===== src/rtl/ser_pkg.sv =====
// Shared types for the parallel-to-serial word feeder.
package ser_pkg;

   typedef enum logic {
      S_IDLE,
      S_SHIFT
   } ser_state_t;

endpackage


===== src/rtl/serial_word_feeder.sv =====
// Parallel-to-serial feeder: takes WIDTH-bit words on valid/ready and emits
// them one bit per cycle, chaining back-to-back words into a gapless stream.
module serial_word_feeder
   import ser_pkg::*;
#(
   parameter int WIDTH     = 8,
   parameter bit MSB_FIRST = 1'b1
) (
   input  logic             clk,
   input  logic             rst_n,
   input  logic [WIDTH-1:0] in_data,
   input  logic             in_valid,
   output logic             in_ready,
   input  logic             hold,
   output logic             ser_out,
   output logic             ser_valid,
   output logic             word_start,
   output logic             busy
);

   localparam int CNT_W = $clog2(WIDTH);
   localparam logic [CNT_W-1:0] LAST_IDX = CNT_W'(WIDTH - 1);

   ser_state_t       state_q, state_d;
   logic [WIDTH-1:0] shift_q, shift_d;
   logic [CNT_W-1:0] bit_cnt_q, bit_cnt_d;

   logic shifting;
   logic last_bit;
   logic xfer;

   always_comb begin
      // NOTE: every variable gets a default before any branch so no latch is inferred.
      state_d    = state_q;
      shift_d    = shift_q;
      bit_cnt_d  = bit_cnt_q;
      ser_out    = 1'b0;

      shifting   = (state_q == S_SHIFT);
      last_bit   = (bit_cnt_q == LAST_IDX);
      busy       = shifting;
      in_ready   = !shifting || (last_bit && !hold);
      xfer       = in_valid && in_ready;
      ser_valid  = shifting && !hold;
      word_start = ser_valid && (bit_cnt_q == '0);

      if (shifting) begin
         ser_out = MSB_FIRST ? shift_q[WIDTH-1] : shift_q[0];
      end

      if (shifting && !hold) begin
         shift_d = MSB_FIRST ? (shift_q << 1) : (shift_q >> 1);
         if (last_bit) begin
            bit_cnt_d = '0;
            state_d   = S_IDLE;
         end else begin
            bit_cnt_d = bit_cnt_q + CNT_W'(1);
         end
      end

      // A load on the last bit overrides the drop to idle, keeping the stream gapless.
      if (xfer) begin
         shift_d   = in_data;
         bit_cnt_d = '0;
         state_d   = S_SHIFT;
      end
   end

   always_ff @(posedge clk or negedge rst_n) begin
      if (!rst_n) state_q <= S_IDLE;
      else        state_q <= state_d;
   end

   always_ff @(posedge clk or negedge rst_n) begin
      if (!rst_n) shift_q <= '0;
      else        shift_q <= shift_d;
   end

   always_ff @(posedge clk or negedge rst_n) begin
      if (!rst_n) bit_cnt_q <= '0;
      else        bit_cnt_q <= bit_cnt_d;
   end

endmodule


===== config.mk =====
export PLATFORM = sky130hd
export DESIGN_NAME = serial_word_feeder
export DESIGN_NICKNAME = d
export VERILOG_FILES = /design/src/rtl/ser_pkg.sv /design/src/rtl/serial_word_feeder.sv
export SDC_FILE = /design/constraint.sdc
export NUM_CORES = 1
export LEC_CHECK = 0
export CORE_MARGIN = 2
export CORE_UTILIZATION = 38
export DETAILED_ROUTE_END_ITERATION = 10
export PLACE_DENSITY = 0.74
export RECOVER_POWER = 50
export SLEW_MARGIN = 20
export SYNTH_ARGS = -nofsm -noshare
export SYNTH_HDL_FRONTEND = slang
export SYNTH_SLANG_ARGS = --single-unit

===== constraint.sdc =====
create_clock -name clk -period 2.23 [get_ports clk]
set_clock_uncertainty 0.15 [all_clocks]
set_input_delay 0.223 -clock clk [delete_from_list [all_inputs] [get_ports clk]]
set_output_delay 0.223 -clock clk [all_outputs]
set_load 0.01 [all_outputs]

==> metrics.md <==
| Metric | Value |
|---|---|
| Die height | `46.0 µm` |
| Share of the synthesized area in the top cell type | `44.9%` |
| Final min period | `2.04 ns` |
| Via Count | `409` |
| Die W | `46.0 µm` |
| Synth Area in Compound Gates | `6.73%` |
| Reg clk slew, reported paths | `0.07 ns` |
| RSZ-0062 raised after global routing | `false` |
| Reg area | `300 µm²` |
| Lkg Pwr | `0.000447 µW` |
| Avg WL per Cell | `12.5 µm` |
| Num CTS Buffers | `3` |
| Cell family with most CP delay | `adder cells` |
| Post-Syn Area | `669 µm²` |
| Main combinational cell family by area after synthesis | `multiplexers` |
| Mux share of post-synthesis cell area | `29.9%` |
| Mapped Nets | `66` |
| Vias in the first global route | `401` |
| Slew HR | `64.5%` |
| Area of the multi-input gates | `330 µm²` |
| CTS Buffer Depth | `2` |
| Critical Path AT | `2.04 ns` |
| Flops & latches, synth | `12` |
| Worst Path Required | `2.23 ns` |
| Initial Util | `39.6%` |
| Grt ovf | `0` |
| DRC | `0` |
| Adder-cell share of the synthesized area | `5.61%` |
| Hold Crit Class | `in -> async` |
| First-pass GRT wire length | `1.73 mm` |
| CTS tree | `built` |
| Fmax | `0.490 GHz` |
| Critical Path Sink Type | `flop` |
| Initial antenna violation count | `0` |
| Clk sink count | `12` |
| Xor-xnor portion of the synthesized cell area | `0%` |
| Number of port buffers | `16` |
| CTS Root Cell | `clkbuf_4` |
| Crit-path slowest cell | `dfrtp_1` |
| Total Routing Usage GR | `11.9%` |
| # diodes | `0` |
| Mapped Cells | `51` |
| Fillers | `157` |
| Layout Nets | `87` |
| Largest net degree at the start of global routing | `13` |
| DR pass1 iterations | `2` |
| Synth cell types | `20` |
| Hpwl dp | `803 µm` |
| Worst path bufs/invs | `0` |
| Int Pwr | `583 µW` |
| # hold bufs at CTS | `0` |
| Setup Crit Path Kind | `reg -> reg` |
| IO Count | `17` |
| Final Cycle Share | `91.5%` |
| Pwr dens | `940 nW/µm²` |
| Net Sw Power | `236 µW` |
| Row cnt | `15` |
| Synth warn | `0` |
| DRT iter0 DRCs | `3` |
| Share of layout cells above drive strength 1 | `31.4%` |
| Power consumption | `819 µW` |
| Worst-Margin Slew | `0.531 ns` |
| Mapped Avg Cell Area | `13.1 µm²` |
| Die ar. | `2110 µm²` |
| Gpl congestion | `0.761` |
| Register area share after synthesis | `44.9%` |
| Critical-path maximum fanout | `10` |
| Placed insts | `84` |
| Post-CTS Setup Inserts | `0` |
| Sw frac | `28.8%` |
| Area growth, synth to finish | `30.3%` |
| Max rail drop VDD | `346 µV` |
| Synth area leader | `dfrtp_1` |
| Sequential Power Share | `42.3%` |
| Comb power frac | `42.1%` |
| Setup TNS | `0 ns` |
| Detailed-route vias per instance | `4.70` |
| Final hold vios | `0` |
| Fin. max-slew vios | `0` |
| Critical Path Source Type | `flop` |
| Synth area leaders | `dfrtp_1 (45%), mux2_2 (13%), mux2_4 (13%)` |
| Routed Wire Length | `1.09 mm` |
| Crit-path most repeated cell | `ha_1` |
| Critical Path Max Stage Delay | `0.41 ns` |
| Critical path cell sequence | `ha_1 -> ha_1 -> and2b_2 -> o21ai_4 -> mux2_2` |
| Outcome | `finished clean` |
| MaxCap Viol Count | `0` |
| Final cell count without fillers | `87` |
| Clock Latency Late Sink | `0.27 ns` |
| CTS H-Tree Depth | `1` |
| Core area | `1690 µm²` |
| Finish-stage setup viols | `0` |
| Clk pwr share | `15.7%` |
| Detail Route Antenna Nets | `0` |
| Fraction of the mapped netlist area in simple logic gates | `7.10%` |
## logic make-up (layout without fill, tap and decap cells)
kind of cell    Yosys count  in the layout
simple gates              8              8
compound gates            5              5
buf+inv                   7             26
mux                      16             16
flops                    12             12
fa+ha+maj                 3              3
## sequential cells by signal (all words and copies together) (netlist names)
register	count
bit_cnt_q	3
shift_q	8
busy	1
## area by class of cell
class                           instances  share of cell area (%)
Timing Repair Buffer                   17                    19.5
Sequential cell                        12                    34.4
Inverter                                6                    3.16
Clock buffer                            3                    2.58
Multi-Input combinational cell         32                    37.9
Tap cell                               17                    2.44
## synth_stat cells
cell,instances
and2_1,1
buf_6,1
nor3_1,1
a21oi_1,1
nor3b_1,1
dfrtp_1,12
mux2_4,6
inv_1,5
o21ai_0,1
ha_1,3
mux2_2,8
nand2b_1,2
inv_6,1
a31o_2,1
mux2i_1,2
a32o_1,1
o21ai_4,1
nor2_1,1
and2b_2,1
nand2_1,1
## through the flow
| stage | utilization, % | setup slack [ns] | area, µm² | hold slack, ns |
|---|---|---|---|---|
| after detailed placement | 50.1 | 0.152 | 847 | 0.393 |
| after CTS | 51.7 | 0.0194 | 873 | 0.164 |
| after global placement | 50.1 | 0.160 | 847 | 0.380 |
| final | 51.6 | 0.189 | 872 | 0.220 |
| after floorplan | - | 0.340 | 669 | -0.223 |
| after global routing | 51.6 | 0.100 | 872 | 0.242 |
## layer usage
layer | vias up | wire [µm] | GRT usage (%)
met4 | 0 | 17 | 8.57
met1 | 179 | 548 | 15.2
met3 | 2 | 41 | 2.38
li1 | 218 | - | -
met2 | 10 | 477 | 17.5
met5 | - | 0 | 0
## path summary, 6_finish.rpt
kind,from,endpoint,slack (ns),cells after the start
worst min register to register,shift_q[0]$_DFFE_PN0P_,shift_q[0]$_DFFE_PN0P_,0.40,2
worst max register to register,bit_cnt_q[0]$_DFFE_PN0P_,shift_q[2]$_DFFE_PN0P_,0.19,5
worst min-delay path,rst_n,shift_q[5]$_DFFE_PN0P_,0.22,1
worst max-delay path,bit_cnt_q[0]$_DFFE_PN0P_,shift_q[2]$_DFFE_PN0P_,0.19,5
min in group clk,in_data[0],shift_q[0]$_DFFE_PN0P_,0.34,3
max in group asynchronous,rst_n,busy$_DFFE_PN0P_,1.36,1
## what timing repair did
| item | CTS | global route |
|---|---|---|
| gates resized for setup | 2 | 1 |
| setup endpoints to repair | 1 | 1 |
| cloned | 0 | 0 |
## cells in the final DEF, fill, tap and decap left out, drive strengths merged
cell type      Yosys  final
a21oi              1      1
a31o               1      1
a32o               1      1
and2               1      1
and2b              1      1
buf                1      1
clkbuf             0      3
clkdlybuf4s50      0     14
dfrtp             12     12
dlygate4sd3        0      1
dlymetal6s2s       0      1
ha                 3      3
inv                6      6
mux2              14     14
mux2i              2      2
nand2              1      1
nand2b             2      2
nor2               1      1
nor3               1      1
nor3b              1      1
o21ai              2      2
## power by group through the flow
| stage | clock (µW) | combinational, µW | sequential (µW) |
|---|---|---|---|
| after floorplan | 0 | 250 | 339 |
| after global placement | 0 | 346 | 349 |
| after detailed placement | 0 | 347 | 352 |
| after CTS | 137 | 352 | 347 |
| after global routing | 149 | 378 | 360 |
| final | 128 | 345 | 346 |
(Power assumes the default switching activity.)
